File: config.mk
export PLATFORM = sky130hd
export DESIGN_NAME = mem_arbiter
export DESIGN_NICKNAME = d
export VERILOG_FILES = /design/src/rtl/mem_arbiter_pkg.sv /design/src/rtl/mem_arbiter_rr_arb2.sv /design/src/rtl/mem_arbiter.sv
export SDC_FILE = /design/constraint.sdc
export NUM_CORES = 1
export LEC_CHECK = 0
export CAP_MARGIN = 20
export CORE_MARGIN = 5
export CORE_UTILIZATION = 42
export DETAILED_ROUTE_END_ITERATION = 16
export GPL_ROUTABILITY_DRIVEN = 0
export HOLD_SLACK_MARGIN = 0.03
export PLACE_DENSITY = 0.9
export SKIP_LAST_GASP = 1
export SYNTH_ARGS = -nofsm -noshare
export SYNTH_HDL_FRONTEND = slang
export SYNTH_SLANG_ARGS = --single-unit
File: constraint.sdc
create_clock -name clock -period 5.69 [get_ports clock]
set_clock_uncertainty 0.1 [all_clocks]
set_input_delay 0.569 -clock clock [delete_from_list [all_inputs] [get_ports clock]]
set_output_delay 0.569 -clock clock [all_outputs]
set_load 0.02 [all_outputs]
File: src/rtl/mem_arbiter_pkg.sv
// Shared encodings, address map and request bundle for the memory0 arbiter.
package cpu0_mem_pkg;

    localparam logic [1:0] BYTE  = 2'b00;
    localparam logic [1:0] INT16 = 2'b01;
    localparam logic [1:0] INT24 = 2'b10;
    localparam logic [1:0] INT32 = 2'b11;

    localparam logic [31:0] MEMSIZE = 32'h0008_0000;
    localparam logic [31:0] IOADDR  = 32'h0008_0000;

    typedef enum logic [1:0] {
        IDLE   = 2'd0,
        ACCESS = 2'd1,
        DONE   = 2'd2
    } state_e;

    typedef struct packed {
        logic        rw;
        logic [1:0]  size;
        logic [31:0] addr;
        logic [31:0] wdata;
    } mem_req_t;

    // Writes to the console address are the only out-of-range access let through.
    function automatic logic addr_err(input mem_req_t r);
        return (r.addr > (MEMSIZE - 32'd4)) && (r.rw || (r.addr != IOADDR));
    endfunction

endpackage

File: src/rtl/mem_arbiter_rr_arb2.sv
// Two-way round-robin picker: on a tie the requester that was not served last wins.
module rr_arb2 (
    input  logic [1:0] req,
    input  logic       last,
    output logic [1:0] pick
);

    always_comb begin
        pick = 2'b00;
        case (req)
            2'b01:   pick = 2'b01;
            2'b10:   pick = 2'b10;
            2'b11:   pick = last ? 2'b01 : 2'b10;
            default: pick = 2'b00;
        endcase
    end

endmodule

File: src/rtl/mem_arbiter.sv
// Shares the memory0 bus between two requesters with round-robin grant,
// a fixed-length access window and a registered read-data/ack return.
module mem_arbiter
    import cpu0_mem_pkg::*;
#(
    parameter int WAIT_CYCLES = 1
) (
    input  logic        clock,
    input  logic        reset,
    input  logic        r0_req,
    input  logic        r0_rw,
    input  logic [1:0]  r0_size,
    input  logic [31:0] r0_addr,
    input  logic [31:0] r0_wdata,
    output logic        r0_ack,
    output logic        r0_err,
    input  logic        r1_req,
    input  logic        r1_rw,
    input  logic [1:0]  r1_size,
    input  logic [31:0] r1_addr,
    input  logic [31:0] r1_wdata,
    output logic        r1_ack,
    output logic        r1_err,
    output logic [31:0] rdata,
    output logic [1:0]  gnt,
    output logic        m_en,
    output logic        m_rw,
    output logic [1:0]  m_size,
    output logic [31:0] m_abus,
    output logic [31:0] m_dout,
    input  logic [31:0] m_din
);

    localparam int CNT_W = (WAIT_CYCLES > 1) ? $clog2(WAIT_CYCLES) : 1;
    localparam logic [CNT_W-1:0] CNT_INIT = CNT_W'(WAIT_CYCLES - 1);

    state_e         state_q, state_d;
    logic [CNT_W-1:0] cnt_q, cnt_d;
    logic           last_q, last_d;
    logic           m_en_q, m_en_d;
    logic           m_rw_q, m_rw_d;
    logic [1:0]     m_size_q, m_size_d;
    logic [31:0]    m_abus_q, m_abus_d;
    logic [31:0]    m_dout_q, m_dout_d;
    logic           r0_ack_q, r0_ack_d;
    logic           r0_err_q, r0_err_d;
    logic           r1_ack_q, r1_ack_d;
    logic           r1_err_q, r1_err_d;
    logic [31:0]    rdata_q, rdata_d;
    logic [1:0]     gnt_q, gnt_d;

    logic [1:0]     pick;
    mem_req_t       sel;

    rr_arb2 u_rr_arb2 (
        .req  ({r1_req, r0_req}),
        .last (last_q),
        .pick (pick)
    );

    always_comb begin
        sel = pick[1] ? '{rw: r1_rw, size: r1_size, addr: r1_addr, wdata: r1_wdata}
                      : '{rw: r0_rw, size: r0_size, addr: r0_addr, wdata: r0_wdata};
    end

    always_comb begin
        state_d  = state_q;
        cnt_d    = cnt_q;
        last_d   = last_q;
        m_en_d   = m_en_q;
        m_rw_d   = m_rw_q;
        m_size_d = m_size_q;
        m_abus_d = m_abus_q;
        m_dout_d = m_dout_q;
        r0_ack_d = r0_ack_q;
        r0_err_d = r0_err_q;
        r1_ack_d = r1_ack_q;
        r1_err_d = r1_err_q;
        rdata_d  = rdata_q;
        gnt_d    = gnt_q;

        case (state_q)
            IDLE: begin
                if (pick != 2'b00) begin
                    m_rw_d   = sel.rw;
                    m_size_d = sel.size;
                    m_abus_d = sel.addr;
                    m_dout_d = sel.wdata;
                    gnt_d    = pick;
                    last_d   = pick[1];
                    cnt_d    = CNT_INIT;
                    if (addr_err(sel)) begin
                        // Rejected accesses never touch the bus; ack straight from DONE.
                        m_en_d   = 1'b0;
                        rdata_d  = '0;
                        r0_ack_d = pick[0];
                        r0_err_d = pick[0];
                        r1_ack_d = pick[1];
                        r1_err_d = pick[1];
                        state_d  = DONE;
                    end else begin
                        m_en_d  = 1'b1;
                        state_d = ACCESS;
                    end
                end
            end
            ACCESS: begin
                if (cnt_q != '0) begin
                    cnt_d = cnt_q - CNT_W'(1);
                end else begin
                    if (m_rw_q) begin
                        rdata_d = m_din;
                    end
                    m_en_d   = 1'b0;
                    r0_ack_d = ~last_q;
                    r1_ack_d = last_q;
                    r0_err_d = 1'b0;
                    r1_err_d = 1'b0;
                    state_d  = DONE;
                end
            end
            DONE: begin
                r0_ack_d = 1'b0;
                r0_err_d = 1'b0;
                r1_ack_d = 1'b0;
                r1_err_d = 1'b0;
                gnt_d    = 2'b00;
                state_d  = IDLE;
            end
            default: begin
                state_d = IDLE;
            end
        endcase
    end

    always_ff @(posedge clock) begin
        if (reset) begin
            state_q  <= IDLE;
            cnt_q    <= '0;
            last_q   <= 1'b1;
            m_en_q   <= 1'b0;
            m_rw_q   <= 1'b1;
            m_size_q <= INT32;
            m_abus_q <= '0;
            m_dout_q <= '0;
            r0_ack_q <= 1'b0;
            r0_err_q <= 1'b0;
            r1_ack_q <= 1'b0;
            r1_err_q <= 1'b0;
            rdata_q  <= '0;
            gnt_q    <= 2'b00;
        end else begin
            state_q  <= state_d;
            cnt_q    <= cnt_d;
            last_q   <= last_d;
            m_en_q   <= m_en_d;
            m_rw_q   <= m_rw_d;
            m_size_q <= m_size_d;
            m_abus_q <= m_abus_d;
            m_dout_q <= m_dout_d;
            r0_ack_q <= r0_ack_d;
            r0_err_q <= r0_err_d;
            r1_ack_q <= r1_ack_d;
            r1_err_q <= r1_err_d;
            rdata_q  <= rdata_d;
            gnt_q    <= gnt_d;
        end
    end

    assign r0_ack = r0_ack_q;
    assign r0_err = r0_err_q;
    assign r1_ack = r1_ack_q;
    assign r1_err = r1_err_q;
    assign rdata  = rdata_q;
    assign gnt    = gnt_q;
    assign m_en   = m_en_q;
    assign m_rw   = m_rw_q;
    assign m_size = m_size_q;
    assign m_abus = m_abus_q;
    assign m_dout = m_dout_q;

endmodule

# Word level (Yosys, flattened, before mapping)
# Cells that the tools add are included.
# word_totals
elab_cells	72
regBits	110
in_bits	170
# classes
bitwise	1
n_lt_le_gt_ge	1
add_sub_neg	1
n_reduce_logical	14
muxes	31
n_eq_ne	10
# ops
op	n
32-bit 2-to-1 mux	4
67-bit 2-to-1 mux	1
32-bit case mux with 2 select lines	1
32-bit by 19-bit greater-than comparator with 1-bit output, second input constant	1
32-bit by 20-bit inequality test with 1-bit output, second input constant	1
1-bit case mux with 3 select lines	4
1-bit 2-to-1 mux	11
2-bit 2-to-1 mux	5
2-bit inequality test, second input constant	4
2-bit case mux with 2 select lines	2
2-bit AND reduction	4
2-bit equality test, second input constant	3
2-bit case mux with 3 select lines	1
2-bit nonzero test	3
5-bit AND reduction	1
2-bit by 1-bit equality test with 1-bit output, second input constant	2
1-bit case mux with 2 select lines	2
4-bit AND reduction	1
3-bit AND reduction	1
3-bit nonzero test	1
2-bit zero test	1
1-bit logical AND	1
1-bit logical OR	1
1-bit NOT	1
1-bit subtractor, second input constant	1

# Longest topological paths before layout
# logic_depth
ltp_word	9
mapped_depth	9
ltp_nobuf	7

# Cells and area by module
# From an unflattened synthesis, not the netlist that was laid out.
# hier_totals
hier_cells	571
area_unflattened_um2	5012.3
# modules_own_cells
module	area_each_um2	instances	cells_each	seq_area_each_um2
mem_arbiter	4993.5	1	568	2182.1
rr_arb2	18.8	1	3	0.0

# Worst setup path after synthesis
# Ideal clock, no wire load.
# synth_path
path_type	input-to-reg
start	input port r0_req
end	register rdata_q[10] (netlist: rdata[10])
n_path_buf	3
setup_ps	130
stages	9
required_ps	5460
t_arrival_ps	2708
slack_ps	2752
cell_sequence	buf_2 > a21bo_1 > clkbuf_2 > or4_1 > o31a_1 > a221o_1 > a2bb2oi_2 > buf_4 > o32ai_1
# synth_between
elab_chain_len	8
elab_cells_between_ends	13
classes_between	1 x order compare; 6 x eq/ne; 2 x mux; 4 x reduce/logical
# synth_lines
element	line_no	source
start: declaration	mem_arbiter.sv:10	input logic r0_req,
2-bit equality test or 2-bit by 1-bit equality test with 1-bit output (tied branches)	mem_arbiter_rr_arb2.sv:10	case (req)
2-bit case mux with 3 select lines (*)	mem_arbiter_rr_arb2.sv:10	
branches (longest 5 deep; another with 32-bit by 19-bit greater-than comparator with 1-bit output)	--	
5-bit AND reduction (no source line) (*)	--	
end signal: assignment	mem_arbiter.sv:165	rdata_q <= rdata_d;
end: declaration	mem_arbiter.sv:49	logic [31:0] rdata_q, rdata_d;
# Every way passes the cells marked *.
# A chain may end at the register's enable or synchronous reset.

# Worst setup path in the final report
# layout_path
start	input port r0_req
end	register rdata_q[24] (netlist: rdata[24])
# The elaborated chain is that of the path after synthesis.

==> impl_metrics.py <==
metrics = {
    "placed_design": {
        "place_ws_ns": 1.94,
        "io_buffers": 275,
        "hpwl_um": 13700,
    },
    "final_layout": {
        "fill_cells": 884,
        "layout_commonest_cell": "clkdlybuf4s50_1",
        "register_area_um2": 2180,
        "nNetsFinal": 1037,
        "synthToLayoutAreaGrowth_pct": 65.0,
        "drive_above_1_share_pct": 3.23,
        "diodes": 0,
        "layout_common_cells": "clkdlybuf4s50_1 (274), nand2_1 (141), dfxtp_1 (109), nor2_1 (79), inv_1 (68)",
        "multi_input_area_um2": 2230,
    },
    "clock_tree": {
        "path_clk_slew_ns": 0.07,
        "cts_max_level": 3,
        "cts_buffer_depth": 2,
        "cts_tree": "done",
        "cts.sinks": 109,
        "numCtsBuffers": 9,
        "hold_buffers": 0,
        "post_cts_resized": 0,
        "clk_latency_ns": 0.34,
        "post_cts_buffers": 0,
        "cts-root-buf": "clkbuf_16",
    },
    "global_routing": {
        "grt_antenna_before_repair": 0,
        "track_usage_pct": 25.6,
        "grt_max_degree": 104,
        "grt_first_pass_wirelength_um": 29000,
        "grt_pass1_vias": 5364,
        "grt_overflow_total": 0,
    },
    "sta": {
        "slew_headroom_pct": 25.9,
        "min_period_ns": 3.40,
        "setup_violations": 0,
        "rsz0062_at_grt": "no",
        "setup_tns_ns": 0,
        "max_freq_mhz": 294,
        "hold_viol_final": 0,
        "finalCritPeriodShare_pct": 59.8,
        "maxSlewViolCount": 0,
        "worst_slack_ns": 2.29,
        "tightestPinTransition_ns": 1.11,
    },
    "hold_path": {
        "worstHoldPathType": "in -> reg",
        "hold_depth": 2,
    },
    "pwr": {
        "power_frac_seq_pct": 40.9,
        "clock_power_share_pct": 34.4,
        "power.density_nw_per_um2": 259,
        "power_frac_comb_pct": 24.7,
        "cellInternalPower_mw": 1.50,
        "power_switching_mw": 0.573,
        "p_sw_share_pct": 27.7,
        "p_leak_nw": 3.01,
        "ir_drop_v": 0.000154,
        "total_power_mw": 2.07,
    },
    "yosys": {
        "synthTopCellsByArea": "dfxtp_1 (45%), a311oi_1 (11%), nand2_1 (11%)",
        "avgSynthCellArea_um2": 7.80,
        "syn_inst": 621,
        "netlist_area_um2": 4840,
        "synth-seq-area-share_pct": 45.1,
        "yosysUniqueCellTypes": 41,
        "synth_nets": 794,
        "synth_top_area_share_pct": 45.1,
        "yosys.area.top_type": "dfxtp_1",
        "ys_warn_count": 0,
        "yosys_register_bits": 109,
    },
    "worst_setup_path": {
        "crit_fanout": 35,
        "endpoint_kind": "flop",
        "crit_required_ns": 5.77,
        "critPathLaunchType": "primary input",
        "worstPathArrival_ns": 3.48,
        "reg2reg_depth": 8,
        "path_class": "in -> reg",
    },
    "detailed_routing": {
        "drt-pass1-iter-count": 5,
        "via_per_inst": 5.48,
        "initialDrtViolationCount": 558,
        "vias": 5542,
        "ant_nets": 0,
        "wire_per_inst_um": 18.2,
        "drt-total-wl_um": 18400,
        "drc": 0,
    },
    "floorplan": {
        "dieWidth_um": 117,
        "pin_count": 276,
        "die-area_um2": 13800,
        "floorplan.rows": 39,
        "start_util_pct": 42.6,
        "die_y_um": 117,
        "core_area_um2": 11400,
    },
    "status": {
        "outcome": "complete, no violations",
    },
    "job": {
        "drv_cap": 0,
    },
}
final timing paths:
check / end / from / slack (ns)
max: rdata[24] / r0_req / 2.29
min: m_abus[20] / reset / 0.32
max reg2reg: rdata[24] / last_q / 2.68
min reg2reg: r1_err / r1_err / 0.37
registers in the layout, summed over array words and instances, names as in the netlist:
register / cells
r1_ack: 1
gnt: 2
rdata: 32
m_size: 2
state_q: 2
r0_err: 1
m_en: 1
m_rw: 1
last_q: 1
m_dout: 32
m_abus: 32
r1_err: 1
r0_ack: 1
cell type report:
| cell class | count | area share (%) |
|---|---|---|
| Multi-Input combinational cell | 394 | 27.9 |
| Sequential cell | 109 | 27.3 |
| Tap cell | 143 | 2.24 |
| Inverter | 69 | 3.24 |
| Timing Repair Buffer | 281 | 35.1 |
| Clock buffer | 9 | 2.82 |
| Clock inverter | 6 | 1.39 |
Yosys cell counts, drive strengths merged:
master,count
a21bo,1
a21boi,1
nor2,80
o31a,1
nor4b,2
or4,2
mux2,1
ha,3
a221o,1
inv,68
a21oi,5
o32ai,32
dfxtp,109
a211oi,2
o21ai,6
o311ai,3
a311oi,63
o22ai,1
and3,1
o2111ai,1
mux2i,1
nand2,141
a2bb2oi,1
nor3,3
nand4,11
nand2b,1
clkinv,1
a31oi,1
nand3,8
nor4,13
o211ai,2
clkbuf,39
a221oi,1
or3,1
a22oi,3
a32oi,1
buf,10
routing by layer:
layer | vias to the layer above | part of all wire [%] | track usage [%]
li1 | 2668 | - | -
met1 | 2578 | 40 | 30.7
met3 | 47 | 6.4 | 4.57
met5 | - | 0 | 0
met2 | 249 | 50 | 44.8
met4 | 0 | 3.4 | 10.2
critical path, stage by stage:
cell	delay (ns)
clkdlybuf4s50_1	0.55
a21boi_4	0.82
nand4_1	0.27
a22oi_1	0.36
a221oi_1	0.16
o2111ai_2	0.20
buf_4	0.36
o32ai_1	0.16
cell families after synthesis:
| family | synth area share (%) |
|---|---|
| simple gates | 22.4 |
| compound gates | 21.8 |
| buf+inv | 9.51 |
| flops | 45.1 |
| fa+ha+maj | 0.775 |
| mux | 0.439 |
through the flow:
step / area [um^2] / std cells / utilization (%) / hold slack (ns)
after floorplan: 4840 / 621 / - / 0.394
after global placement: 7650 / 996 / 67.3 / 0.339
after detailed placement: 7650 / 996 / 67.3 / 0.356
after CTS: 7990 / 1011 / 70.3 / 0.307
after global routing: 7990 / 1011 / 70.3 / 0.309
final: 7990 / 1011 / 70.3 / 0.317
power groups by stage:
stage          clock network [mW]  logic (mW)  registers, mW
2_1_floorplan                   0       0.165          0.926
3_3_place_gp                    0       0.502          0.863
3_5_place_dp                    0       0.509          0.865
4_1_cts                     0.723       0.511          0.848
5_1_grt                     0.758       0.545          0.855
6_report                    0.713       0.511          0.848
Note: power is estimated with default switching activity, not from simulation.
